### src/rtl/uart_cmd_frame.sv
`default_nettype none
// ============================================================================
// Module   : uart_cmd_frame
// Purpose  : 8N1 UART receiver with a headered, checksummed command-frame
//            parser. A frame that passes its checksum is copied into the
//            parameter word in a single edge.
// Revision : 1.0 - initial release
// ============================================================================
module uart_cmd_frame #(
    parameter int CLKS_PER_BIT   = 434,
    parameter int PAYLOAD_BYTES  = 30,
    parameter int TIMEOUT_CYCLES = 100000
) (
    input  logic                       clk,
    input  logic                       reset,
    input  logic                       uart_rx,
    output logic [8*PAYLOAD_BYTES-1:0] cmd_word,
    output logic                       cmd_valid,
    output logic                       frame_err,
    output logic                       busy
);

    localparam int c_W      = 8 * PAYLOAD_BYTES;
    localparam int c_BIT_CW = $clog2(CLKS_PER_BIT);
    localparam int c_IDX_W  = $clog2(PAYLOAD_BYTES + 1);
    localparam int c_TMO_W  = $clog2(TIMEOUT_CYCLES + 1);

    localparam logic [c_BIT_CW-1:0] c_HALF_M1  = c_BIT_CW'(CLKS_PER_BIT / 2 - 1);
    localparam logic [c_BIT_CW-1:0] c_FULL_M1  = c_BIT_CW'(CLKS_PER_BIT - 1);
    localparam logic [c_BIT_CW-1:0] c_BIT_ONE  = c_BIT_CW'(1);
    localparam logic [c_IDX_W-1:0]  c_IDX_LAST = c_IDX_W'(PAYLOAD_BYTES - 1);
    localparam logic [c_IDX_W-1:0]  c_IDX_ONE  = c_IDX_W'(1);
    localparam logic [c_TMO_W-1:0]  c_TMO_MAX  = c_TMO_W'(TIMEOUT_CYCLES);
    localparam logic [c_TMO_W-1:0]  c_TMO_ONE  = c_TMO_W'(1);
    localparam logic [7:0]          c_HDR_A    = 8'hAA;
    localparam logic [7:0]          c_HDR_B    = 8'h55;

    typedef enum logic [1:0] {
        RX_IDLE  = 2'd0,
        RX_START = 2'd1,
        RX_DATA  = 2'd2,
        RX_STOP  = 2'd3
    } rx_state_t;

    typedef enum logic [1:0] {
        P_HDR0    = 2'd0,
        P_HDR1    = 2'd1,
        P_PAYLOAD = 2'd2,
        P_CSUM    = 2'd3
    } p_state_t;

    // receiver
    logic                r_rx_meta, r_rx_sync, r_rx_prev;
    rx_state_t           r_rx_state, w_rx_next;
    logic [c_BIT_CW-1:0] r_bit_cnt;
    logic [2:0]          r_bit_idx;
    logic [7:0]          r_shift;
    logic                w_rx_fall, w_bit_done, w_byte_stb, w_stop_err;

    // parser
    p_state_t            r_p_state, w_p_next;
    logic [c_IDX_W-1:0]  r_idx;
    logic [7:0]          r_sum;
    logic [c_W-1:0]      r_shadow;
    logic [c_TMO_W-1:0]  r_tmo_cnt;
    logic                w_timeout, w_commit, w_csum_bad;

    assign w_rx_fall  = r_rx_prev & ~r_rx_sync;
    assign w_bit_done = (r_bit_cnt == c_FULL_M1);
    assign w_timeout  = (r_p_state != P_HDR0) && (r_tmo_cnt == c_TMO_MAX);
    assign busy       = (r_p_state != P_HDR0);

    // Two-flop synchronizer plus one delayed copy for falling-edge detection.
    always_ff @(posedge clk or posedge reset) begin
        if (reset) begin
            r_rx_meta <= 1'b1;
            r_rx_sync <= 1'b1;
            r_rx_prev <= 1'b1;
        end else begin
            r_rx_meta <= uart_rx;
            r_rx_sync <= r_rx_meta;
            r_rx_prev <= r_rx_sync;
        end
    end

    // Receiver state, bit timer, bit index and LSB-first shift register.
    always_ff @(posedge clk or posedge reset) begin
        if (reset) begin
            r_rx_state <= RX_IDLE;
            r_bit_cnt  <= '0;
            r_bit_idx  <= 3'd0;
            r_shift    <= 8'd0;
        end else begin
            r_rx_state <= w_rx_next;
            if (r_rx_state == RX_IDLE || w_rx_next != r_rx_state || w_bit_done) begin
                r_bit_cnt <= '0;
            end else begin
                r_bit_cnt <= r_bit_cnt + c_BIT_ONE;
            end
            if (r_rx_state == RX_START) begin
                r_bit_idx <= 3'd0;
            end
            if (r_rx_state == RX_DATA && w_bit_done) begin
                r_shift   <= {r_rx_sync, r_shift[7:1]};
                r_bit_idx <= r_bit_idx + 3'd1;
            end
        end
    end

    // Receiver next state; the byte strobe and stop-bit error both fire in the stop-sample cycle.
    always_comb begin
        w_rx_next  = r_rx_state;
        w_byte_stb = 1'b0;
        w_stop_err = 1'b0;
        case (r_rx_state)
            RX_IDLE:  if (w_rx_fall) w_rx_next = RX_START;
            RX_START: if (r_bit_cnt == c_HALF_M1) w_rx_next = r_rx_sync ? RX_IDLE : RX_DATA;
            RX_DATA:  if (w_bit_done && r_bit_idx == 3'd7) w_rx_next = RX_STOP;
            RX_STOP: begin
                if (w_bit_done) begin
                    w_rx_next = RX_IDLE;
                    if (r_rx_sync) begin
                        w_byte_stb = 1'b1;
                    end else begin
                        w_stop_err = 1'b1;
                    end
                end
            end
            default:  w_rx_next = RX_IDLE;
        endcase
    end

    // Parser next state; line errors and timeout take priority over any byte.
    always_comb begin
        w_p_next   = r_p_state;
        w_commit   = 1'b0;
        w_csum_bad = 1'b0;
        if (w_stop_err || w_timeout) begin
            w_p_next = P_HDR0;
        end else if (w_byte_stb) begin
            case (r_p_state)
                P_HDR0: if (r_shift == c_HDR_A) w_p_next = P_HDR1;
                P_HDR1: begin
                    if (r_shift == c_HDR_B) begin
                        w_p_next = P_PAYLOAD;
                    end else if (r_shift != c_HDR_A) begin
                        w_p_next = P_HDR0;
                    end
                end
                P_PAYLOAD: if (r_idx == c_IDX_LAST) w_p_next = P_CSUM;
                P_CSUM: begin
                    w_p_next = P_HDR0;
                    if (r_shift == r_sum) begin
                        w_commit = 1'b1;
                    end else begin
                        w_csum_bad = 1'b1;
                    end
                end
                default: w_p_next = P_HDR0;
            endcase
        end
    end

    // Parser state, shadow capture, running sum, timeout counter and outputs.
    always_ff @(posedge clk or posedge reset) begin
        if (reset) begin
            r_p_state <= P_HDR0;
            r_idx     <= '0;
            r_sum     <= 8'd0;
            r_shadow  <= '0;
            r_tmo_cnt <= '0;
            cmd_word  <= '0;
            cmd_valid <= 1'b0;
            frame_err <= 1'b0;
        end else begin
            r_p_state <= w_p_next;
            cmd_valid <= w_commit;
            frame_err <= w_stop_err | w_timeout | w_csum_bad;
            if (w_commit) begin
                cmd_word <= r_shadow;
            end
            if (w_byte_stb || r_p_state == P_HDR0) begin
                r_tmo_cnt <= '0;
            end else begin
                r_tmo_cnt <= r_tmo_cnt + c_TMO_ONE;
            end
            if (w_byte_stb && r_p_state == P_HDR1) begin
                r_idx <= '0;
                r_sum <= 8'd0;
            end
            if (w_byte_stb && r_p_state == P_PAYLOAD) begin
                r_sum <= r_sum + r_shift;
                r_idx <= r_idx + c_IDX_ONE;
                // Payload byte 0 lands in the most significant byte.
                for (int i = 0; i < PAYLOAD_BYTES; i++) begin
                    if (r_idx == c_IDX_W'(i)) begin
                        r_shadow[c_W-1-8*i -: 8] <= r_shift;
                    end
                end
            end
        end
    end

endmodule
`default_nettype wire

### config.mk
export PLATFORM = sky130hd
export DESIGN_NAME = uart_cmd_frame
export DESIGN_NICKNAME = d
export VERILOG_FILES = /design/src/rtl/uart_cmd_frame.sv
export SDC_FILE = /design/constraint.sdc
export NUM_CORES = 1
export LEC_CHECK = 0
export BUFFER_PORTS_ARGS = -buffer_cell sky130_fd_sc_hd__clkbuf_2
export CORE_MARGIN = 2
export CORE_UTILIZATION = 35
export DETAILED_ROUTE_END_ITERATION = 12
export HOLD_SLACK_MARGIN = 0.08
export PLACE_DENSITY_LB_ADDON = 0.3
export SYNTH_ARGS = -nofsm -noshare
export SYNTH_HDL_FRONTEND = slang
export SYNTH_SLANG_ARGS = --single-unit
### constraint.sdc
create_clock -name clk -period 16.3 [get_ports clk]
set_input_delay 0.815 -clock clk [delete_from_list [all_inputs] [get_ports clk]]
set_output_delay 0.815 -clock clk [all_outputs]
set_load 0.02 [all_outputs]
==> flow_metrics.tcl, run 1 <==
set metrics [dict create \
    cts_setup_buffers 0 \
    fp.dieW_microns 251 \
    start_kind "flip-flop" \
    p_int_uw 2180 \
    drt-total-wl_microns 49300 \
    slew_viol_final 0 \
    slew_headroom_pct 33.1 \
    drive_above_1_share_pct 39.4 \
    worst_pin_slew_ns 0.999 \
    dieArea_sq_mm 0.0632 \
    ys_seq_area_share_pct 63.0 \
    gp_congestion 0.751 \
    synth-main-ff-cell "dfrtp_1" \
    netlist_area_sq_mm 0.0214 \
    grt_pass1_wl_microns 76600 \
    coreArea_sq_mm 0.0605 \
    ys_ff_latch 539 \
    drc_errors 0 \
    setup_tns_ns 0 \
    crit_fanout 65 \
    p_comb_share_pct 1.7 \
    gr-total-overflow 0 \
    rsz0062_at_grt "false" \
    critical_path_required_ns 16.79 \
    synth_warnings 0 \
    area_delta_synth_final_pct 18.6 \
    synth-edff-count 0 \
    synthMuxAreaShare_pct 25.6 \
    cp.arrival_ns 4.88 \
    drt-wirelength-per-cell_microns 19.8 \
    grt_max_degree 130 \
    seq_power_share_pct 48.9 \
    cts.clk_slew.worst_paths_ns 0.07 \
    firstDrtPassIters 4 \
    syn_avg_cell_area_sq_um 15.3 \
    layout_common_cells "528 x dfrtp_1, 273 x mux2_2, 245 x clkbuf_2, 213 x mux2_1, 59 x clkbuf_16" \
    h-tree-depth 2 \
    async_reset_ff_share_pct 100 \
    fin_crit_sh_pct 26.9 \
    drt_iter0_drc 572 \
    dp_hpwl_microns 30800 \
    root_buffer "clkbuf_16" \
    setup_viol 0 \
    hold_path_class "in -> reg" \
    initial_core_util_pct 35.4 \
    antenna_found_initial 2 \
    peakVddDrop_uv 74.3 \
    syn_nets 1425 \
    rows 90 \
    clkSinkCount 539 \
    synth_top_family_by_area "multiplexers" \
    worstSkewPairLatency_ns 0.61 \
    power_uw 2770 \
    cts_tree "yes" \
    ant_nets 0 \
    vias 12100 \
    netlist_instances 1402 \
    grt_pass1_vias 12500 \
    io_pins 246 \
    cts_hold_buffers 0 \
    power_frac_clock_pct 49.4 \
    fillers 5568 \
    cts_buffers 58 \
    synth_xor_xnor_area_share_pct 1.06 \
    worstSetupStartpoint "r_shift[4]" \
    cp-end-kind "flip-flop" \
    max_cap_viol_count 0 \
    nets 1679 \
    status "finished clean" \
    hp-start "uart_rx" \
    cts_resized 0 \
    setup.worst_path.class "reg -> reg" \
    io_buffers 245 \
    synth_adder_area_share_pct 1.20 \
    p_sw_uw 593 \
    die_h_microns 251 \
    leakagePower_uw 0.0135 \
    cellPowerDensity_mw_per_mm2 109 \
    synth_cell_types 59 \
    gr-usage-all-layers_pct 15.8 \
    vias_per_cell 4.88 \
    max_freq_mhz 228 \
    min_period_ns 4.38 \
    diodes 0 \
    cts_max_path_buffers 3 \
    switching_share_pct 21.4 \
    synth_simple_gate_area_share_pct 5.39 \
    reg2reg_from "r_shift[4]" \
    synth-compound-area-share_pct 1.69 \
    finalHoldViolations 0 \
    mostFrequentLayoutCell "dfrtp_1" \
    skew_ns 0.0200 \
]
[state kept, by name (all words and copies together) (netlist names)]
register / count
cmd_word: 240
r_shadow: 240
r_tmo_cnt: 17
r_bit_cnt: 9
r_shift: 8
r_sum: 8
r_idx: 5
r_bit_idx: 3
r_p_state: 2
r_rx_state: 2
cmd_valid: 1
frame_err: 1
r_rx_meta: 1
r_rx_prev: 1
r_rx_sync: 1
[critical path, stage by stage (launching register included)]
cell and delay [ns]:
dfrtp_2 0.97, ha_1 0.42, nor4_1 0.35, nand3_1 0.22, nor4_4 0.22, buf_4 0.69
buf_4 0.81, mux2_2 0.41
[cell families after synthesis]
kind of cell,after synthesis
xor gates and xnor gates,26
DFF,539
and+or+nand+nor,191
adders and majority gates,20
buffers and inverters,80
AOI/OAI and AO/OA,59
muxes,487
[power groups by stage]
stage                     combinational, uW  clock [uW]  sequential (uW)
after CTS                              49.2        1410             1360
final                                  46.4        1370             1360
after global routing                   56.2        1470             1360
after detailed placement               49.0           0             1380
after global placement                 47.5           0             1380
after floorplan                        38.2           0             1380
[area by class of cell]
cell class                 count  area (sq um)  area share (%)
clock buffer                  79          1680            6.62
clock inverter                27           342            1.35
inverter                      14          60.1           0.237
multi-input combinational    783          7490            29.5
sequential                   539         13500            53.2
tap                          782           978            3.85
timing repair buffer         260          1340            5.27
[final timing paths]
check,slack [ns],depth (start not counted),end
min in group asynchronous,0.38,2,cmd_word[160]
hold reg to reg,0.37,0,r_rx_sync
max in group asynchronous,12.98,5,cmd_word[195]
setup reg to reg,11.92,7,cmd_word[203]
setup / recovery,11.92,7,cmd_word[203]
hold / removal,0.29,1,r_rx_meta
[through the flow]
stage	utilization, %	setup WS [ns]	instances	instance area [sq um]	hold WS (ns)
3_3_place_gp	38.6	11.92	2378	23400	0.349
4_1_cts	42.0	11.89	2484	25400	0.249
3_5_place_dp	38.6	11.90	2378	23400	0.348
5_1_grt	42.0	11.53	2484	25400	0.267
2_1_floorplan	-	0.425	1402	21400	0.345
6_report	42.0	11.92	2484	25400	0.290
[per-layer routing]
metal	GRT usage [%]	part of all wire (%)	vias up
li1	-	-	5492
met1	21.6	46	6327
met2	25.6	48	237
met3	3.02	4.1	78
met4	4.61	2.3	0
met5	0	0	-
[synthesized netlist by cell type, drive strengths merged, types with 2 or more instances]
cell type	count	area share, %
dfrtp	536	63
o31ai	6	0.21
nor4	7	0.27
clkinv	2	0.035
o21ai	21	0.49
ha	19	1.1
nand3	26	0.61
xnor2	11	0.45
xor2	15	0.61
nor4bb	6	0.28
inv	12	0.21
nand4	9	0.29
nand2	40	0.70
nand2b	3	0.088
nor2b	3	0.088
nor3	4	0.093
a21o	2	0.070
nand4bb	2	0.11
clkbuf	37	0.65
dfstp	3	0.37
and3	10	0.29
buf	29	1.1
o21bai	2	0.070
or2	2	0.058
a21oi	14	0.33
nor2	61	1.8
nor3b	4	0.14
a211oi	4	0.14
mux2	486	26
and2	2	0.058
nor4b	2	0.082
and4b	2	0.093
(Power assumes the default switching activity.)
==> run 2: changes to the inputs <==
- clock period: 16.3 -> 3.9 ns (I/O delays scaled with it)
==> run 2 against run 1 <==
Utilization rose by 0.34 points. Sequential share of layout area down 0.42 points. Critical path depth increased by 1. Via count is 1.9% higher. Clock skew up 0.014 ns. Clock-buffer cell count increased by 7. Largest power group is now sequential cells.
==> flow_metrics.tcl, run 2 (synthesis gave the netlist of run 1 again) <==
set metrics [dict create \
    status "finished clean" \
    drt-wirelength-per-cell_microns 20.7 \
    holdWs_ns 0.235 \
    seq_power_share_pct 49.1 \
    antenna_found_initial 0 \
    min_period_ns 2.98 \
    setup_viol 0 \
    cts_resized 0 \
    layout_common_cells "528 x dfrtp_1, 273 x mux2_2, 245 x clkbuf_2, 213 x mux2_1, 59 x clkbuf_16" \
    cp.arrival_ns 3.45 \
    leakagePower_uw 0.0135 \
    gr-usage-all-layers_pct 16.6 \
    coreArea_sq_mm 0.0605 \
    peakVddDrop_uv 291 \
    worstSetupStartpoint "r_p_state[0]" \
    top_regs "cmd_word: 240 flops, r_shadow: 240 flops, r_tmo_cnt: 17 flops" \
    area_delta_synth_final_pct 19.5 \
    finalHoldViolations 0 \
    p_sw_uw 2490 \
    cts_tree "yes" \
    nets 1696 \
    grt_pass1_vias 13000 \
    gp_congestion 0.804 \
    p_int_uw 9040 \
    root_buffer "clkbuf_16" \
    drive_above_1_share_pct 39.4 \
    slew_viol_final 0 \
    cts_max_path_buffers 3 \
    critical_path_required_ns 4.37 \
    h-tree-depth 2 \
    firstDrtPassIters 5 \
    power_uw 11500 \
    drt_iter0_drc 671 \
    gr-total-overflow 0 \
    power_frac_clock_pct 49.0 \
    clkSinkCount 539 \
    cp-end-kind "flip-flop" \
    io_pins 246 \
    setup.worst_path.class "reg -> reg" \
    die_h_microns 251 \
    rows 90 \
    p_comb_share_pct 1.9 \
    worst_pin_slew_ns 1.10 \
    ant_nets 0 \
    initial_core_util_pct 35.4 \
    crit_fanout 59 \
    fin_crit_sh_pct 76.3 \
    dp_hpwl_microns 32800 \
    dieArea_sq_mm 0.0632 \
    vias 12400 \
    cts_setup_buffers 0 \
    cts_hold_buffers 2 \
    vias_per_cell 4.94 \
    grt_max_degree 116 \
    r2r_slack_ns 0.92 \
    drc_errors 0 \
    cts_buffers 58 \
    max_freq_mhz 336 \
    fp.dieW_microns 251 \
    cts.clk_slew.worst_paths_ns 0.06 \
    start_kind "flip-flop" \
    grt_pass1_wl_microns 80600 \
    rsz0062_at_grt "false" \
    mostFrequentLayoutCell "dfrtp_1" \
    skew_ns 0.0345 \
    drt-total-wl_microns 51800 \
    slew_headroom_pct 26.2 \
    worstSkewPairLatency_ns 0.62 \
    fillers 5494 \
    hp-start "uart_rx" \
    switching_share_pct 21.6 \
    io_buffers 245 \
    max_cap_viol_count 0 \
    reg2reg_from "r_p_state[0]" \
    cellPowerDensity_mw_per_mm2 451 \
    hold_path_class "in -> reg" \
]
run 2: worst paths after layout:
kind	end	depth (start not counted)
min in group asynchronous	cmd_word[133]	3
max reg2reg	cmd_word[97]	8
max in group asynchronous	r_shift[0]	4
min reg2reg	r_rx_sync	0
max	cmd_word[97]	8
min	r_rx_meta	2
run 2: power by group through the flow:
stage	clock [uW]	combinational, uW	sequential, uW
after global routing	6070	259	5670
after global placement	0	217	5770
final	5650	219	5670
after floorplan	0	161	5760
after detailed placement	0	229	5770
after CTS	5820	230	5670
run 2: cell type report:
class                   instances  area [sq um]  share of cell area, %
clock buffers                  86          1710                   6.67
multi-input cells             783          7490                   29.3
clock inverters                20           259                   1.01
inverters                      14          56.3                  0.220
flip-flops and latches        539         13500                   52.8
well taps                     782           978                   3.82
repair buffers                277          1600                   6.24
diodes                          2          5.00                 0.0196
run 2: worst max-delay path, stage by stage (launching register included):
cell and delay, ns:
dfrtp_1 0.60, nor2_1 0.40, inv_1 0.16, nand2_1 0.11
nor2_1 0.10, nor4_4 0.52, buf_12 0.21, buf_12 0.28
mux2_1 0.37
run 2: routing by layer:
| metal | routed length (microns) | up-vias | GRT usage, % |
|---|---|---|---|
| li1 | - | 5511 | - |
| met1 | 23200 | 6524 | 22.1 |
| met2 | 24600 | 256 | 27.1 |
| met3 | 3060 | 69 | 4.34 |
| met4 | 921 | 0 | 3.84 |
| met5 | 0 | - | 0 |
run 2: metrics by stage:
step	area [sq um]	utilization [%]	setup TNS [ns]	setup WS (ns)	cells
final	25600	42.3	0	0.923	2503
after global routing	25600	42.3	0	0.670	2501
after CTS	25600	42.3	0	0.925	2501
after detailed placement	23600	39.0	0	0.965	2393
after global placement	23600	39.0	0	0.962	2393
after floorplan	21400	-	-1946.39	-3.62	1402
==> run 3: changes to the inputs <==
- clock period: 3.9 -> 2.6 ns (I/O delays scaled with it)
==> run 3 against run 2 <==
Clock power grew 50%. Final cell count grew 2.2%. Register-to-register slack lost 0.88 ns. Worst setup slack lost 0.88 ns. Design area increased by 2.8%. Worst hold slack lost 0.083 ns. Sequential power up 50%. Combinational power is 81% higher. Largest power group unchanged. Maximum frequency rose by 17%. Non-clock buffer count increased by 58.
==> flow_metrics.tcl, run 3 (synthesis gave the netlist of run 1 again) <==
set metrics [dict create \
    worstSkewPairLatency_ns 0.61 \
    fp.dieW_microns 251 \
    fin_util_pct 43.5 \
    setup_viol 0 \
    io_pins 246 \
    min_period_ns 2.55 \
    max_freq_mhz 392 \
    drt_iter0_drc 680 \
    skew_ns 0.0194 \
    cp-end-kind "flip-flop" \
    cp.arrival_ns 3.04 \
    seq_power_share_pct 48.9 \
    antenna_found_initial 0 \
    drt-total-wl_microns 52900 \
    p_int_uw 13600 \
    gr-usage-all-layers_pct 16.8 \
    gr-total-overflow 0 \
    drive_above_1_share_pct 42.0 \
    layout_common_cells "528 x dfrtp_1, 273 x mux2_2, 245 x clkbuf_2, 213 x mux2_1, 62 x buf_4" \
    cts_buffers 57 \
    dieArea_sq_mm 0.0632 \
    ant_nets 0 \
    finalHoldViolations 0 \
    worst_pin_slew_ns 0.703 \
    dp_hpwl_microns 33800 \
    r2r_cells 9 \
    cellPowerDensity_mw_per_mm2 659 \
    reg2reg_from "r_shift[3]" \
    grt_max_degree 75 \
    vias 12500 \
    drt-wirelength-per-cell_microns 20.7 \
    fillers 5443 \
    rows 90 \
    slew_headroom_pct 53.1 \
    power_uw 17300 \
    setup.worst_path.class "reg -> reg" \
    start_kind "flip-flop" \
    h-tree-depth 2 \
    cts.clk_slew.worst_paths_ns 0.07 \
    nets 1753 \
    switching_share_pct 21.7 \
    p_comb_share_pct 2.3 \
    crit_fanout 8 \
    p_sw_uw 3760 \
    cts_max_path_buffers 3 \
    timing.rr.end "cmd_word[148]" \
    mostFrequentLayoutCell "dfrtp_1" \
    peakVddDrop_uv 466 \
    coreArea_sq_mm 0.0605 \
    root_buffer "clkbuf_16" \
    slew_viol_final 0 \
    r2r_slack_ns 0.05 \
    status "finished clean" \
    critical_path_required_ns 3.09 \
    drc_errors 0 \
    grt_pass1_wl_microns 81400 \
    gp_congestion 0.818 \
    area_delta_synth_final_pct 22.9 \
    leakagePower_uw 0.0139 \
    initial_core_util_pct 35.4 \
    io_buffers 245 \
    hold_path_class "in -> async" \
    top_regs "cmd_word: 240 flops, r_shadow: 240 flops, r_tmo_cnt: 17 flops" \
    fin_crit_sh_pct 98.2 \
    firstDrtPassIters 4 \
    setup_tns_ns 0 \
    stdcell_area_sq_mm 0.0263 \
    dpl_cell_area_sq_mm 0.0241 \
    grt_pass1_vias 13000 \
    clkSinkCount 539 \
    vias_per_cell 4.91 \
    cts_tree "yes" \
    max_cap_viol_count 0 \
    power_frac_clock_pct 48.8 \
    die_h_microns 251 \
]
## run 3: layer usage
metal  track usage, %  part of all wire (%)  up-vias
li1                 -                     -     5633
met4             4.32                   2.3        0
met5                0                     0        -
met1             23.0                    46     6606
met3             3.56                   4.7       78
met2             27.2                    48      231
## run 3: repair_timing
| item | in CTS | in global routing |
|---|---|---|
| setup endpoints to repair | 0 | 184 |
| buffers inserted | 0 | 8 |
| hold endpoints to repair | 87 | 0 |
| resized for setup | 0 | 11 |
| hold buffers | 2 | 0 |
## run 3: per-stage QoR
step                std cells  worst slack, ns  hold WS, ns
floorplan                1402            -4.86        0.134
global route             2557         -0.00669        0.164
finish                   2558           0.0471        0.152
detailed placement       2442           0.0292        0.239
global placement         2442           0.0516        0.229
CTS                      2548           0.0385        0.140
## run 3: layout make-up
class | count | area, sq um | area share, %
well taps | 782 | 978 | 3.72
clock buffers | 80 | 1630 | 6.21
inverters | 14 | 56.3 | 0.214
flip-flops and latches | 539 | 13500 | 51.3
multi-input cells | 783 | 7560 | 28.7
diodes | 1 | 2.50 | 0.00951
clock inverters | 24 | 329 | 1.25
repair buffers | 335 | 2240 | 8.53
## run 3: worst max path at each step
stage	start	end	slack, ns	cells after the start
3_5_place_dp	r_bit_cnt[1]	r_shadow[223]	0.03	8
4_1_cts	r_bit_cnt[1]	r_shadow[100]	0.04	8
3_3_place_gp	r_bit_cnt[1]	r_shadow[227]	0.05	8
2_1_floorplan	reset	cmd_valid	-4.86	1
6_report	r_shift[3]	cmd_word[148]	0.05	9
5_1_grt	r_shift[3]	cmd_word[148]	-0.007	9
## run 3: worst max-delay path, cell delays in order (launching register included)
cell and delay (ns):
dfrtp_2 0.43, ha_4 0.26, nor4_4 0.30, nand3_2 0.17, nor4_4 0.28, buf_4 0.17, buf_12 0.17, buf_4 0.22
buf_4 0.13, mux2_1 0.30
## run 3: power groups by stage
stage / sequential [uW] / combinational (uW) / clock, uW
CTS: 8480 / 411 / 8720
detailed placement: 8630 / 407 / 0
floorplan: 8640 / 241 / 0
finish: 8480 / 397 / 8460
global route: 8480 / 464 / 9080
global placement: 8630 / 399 / 0
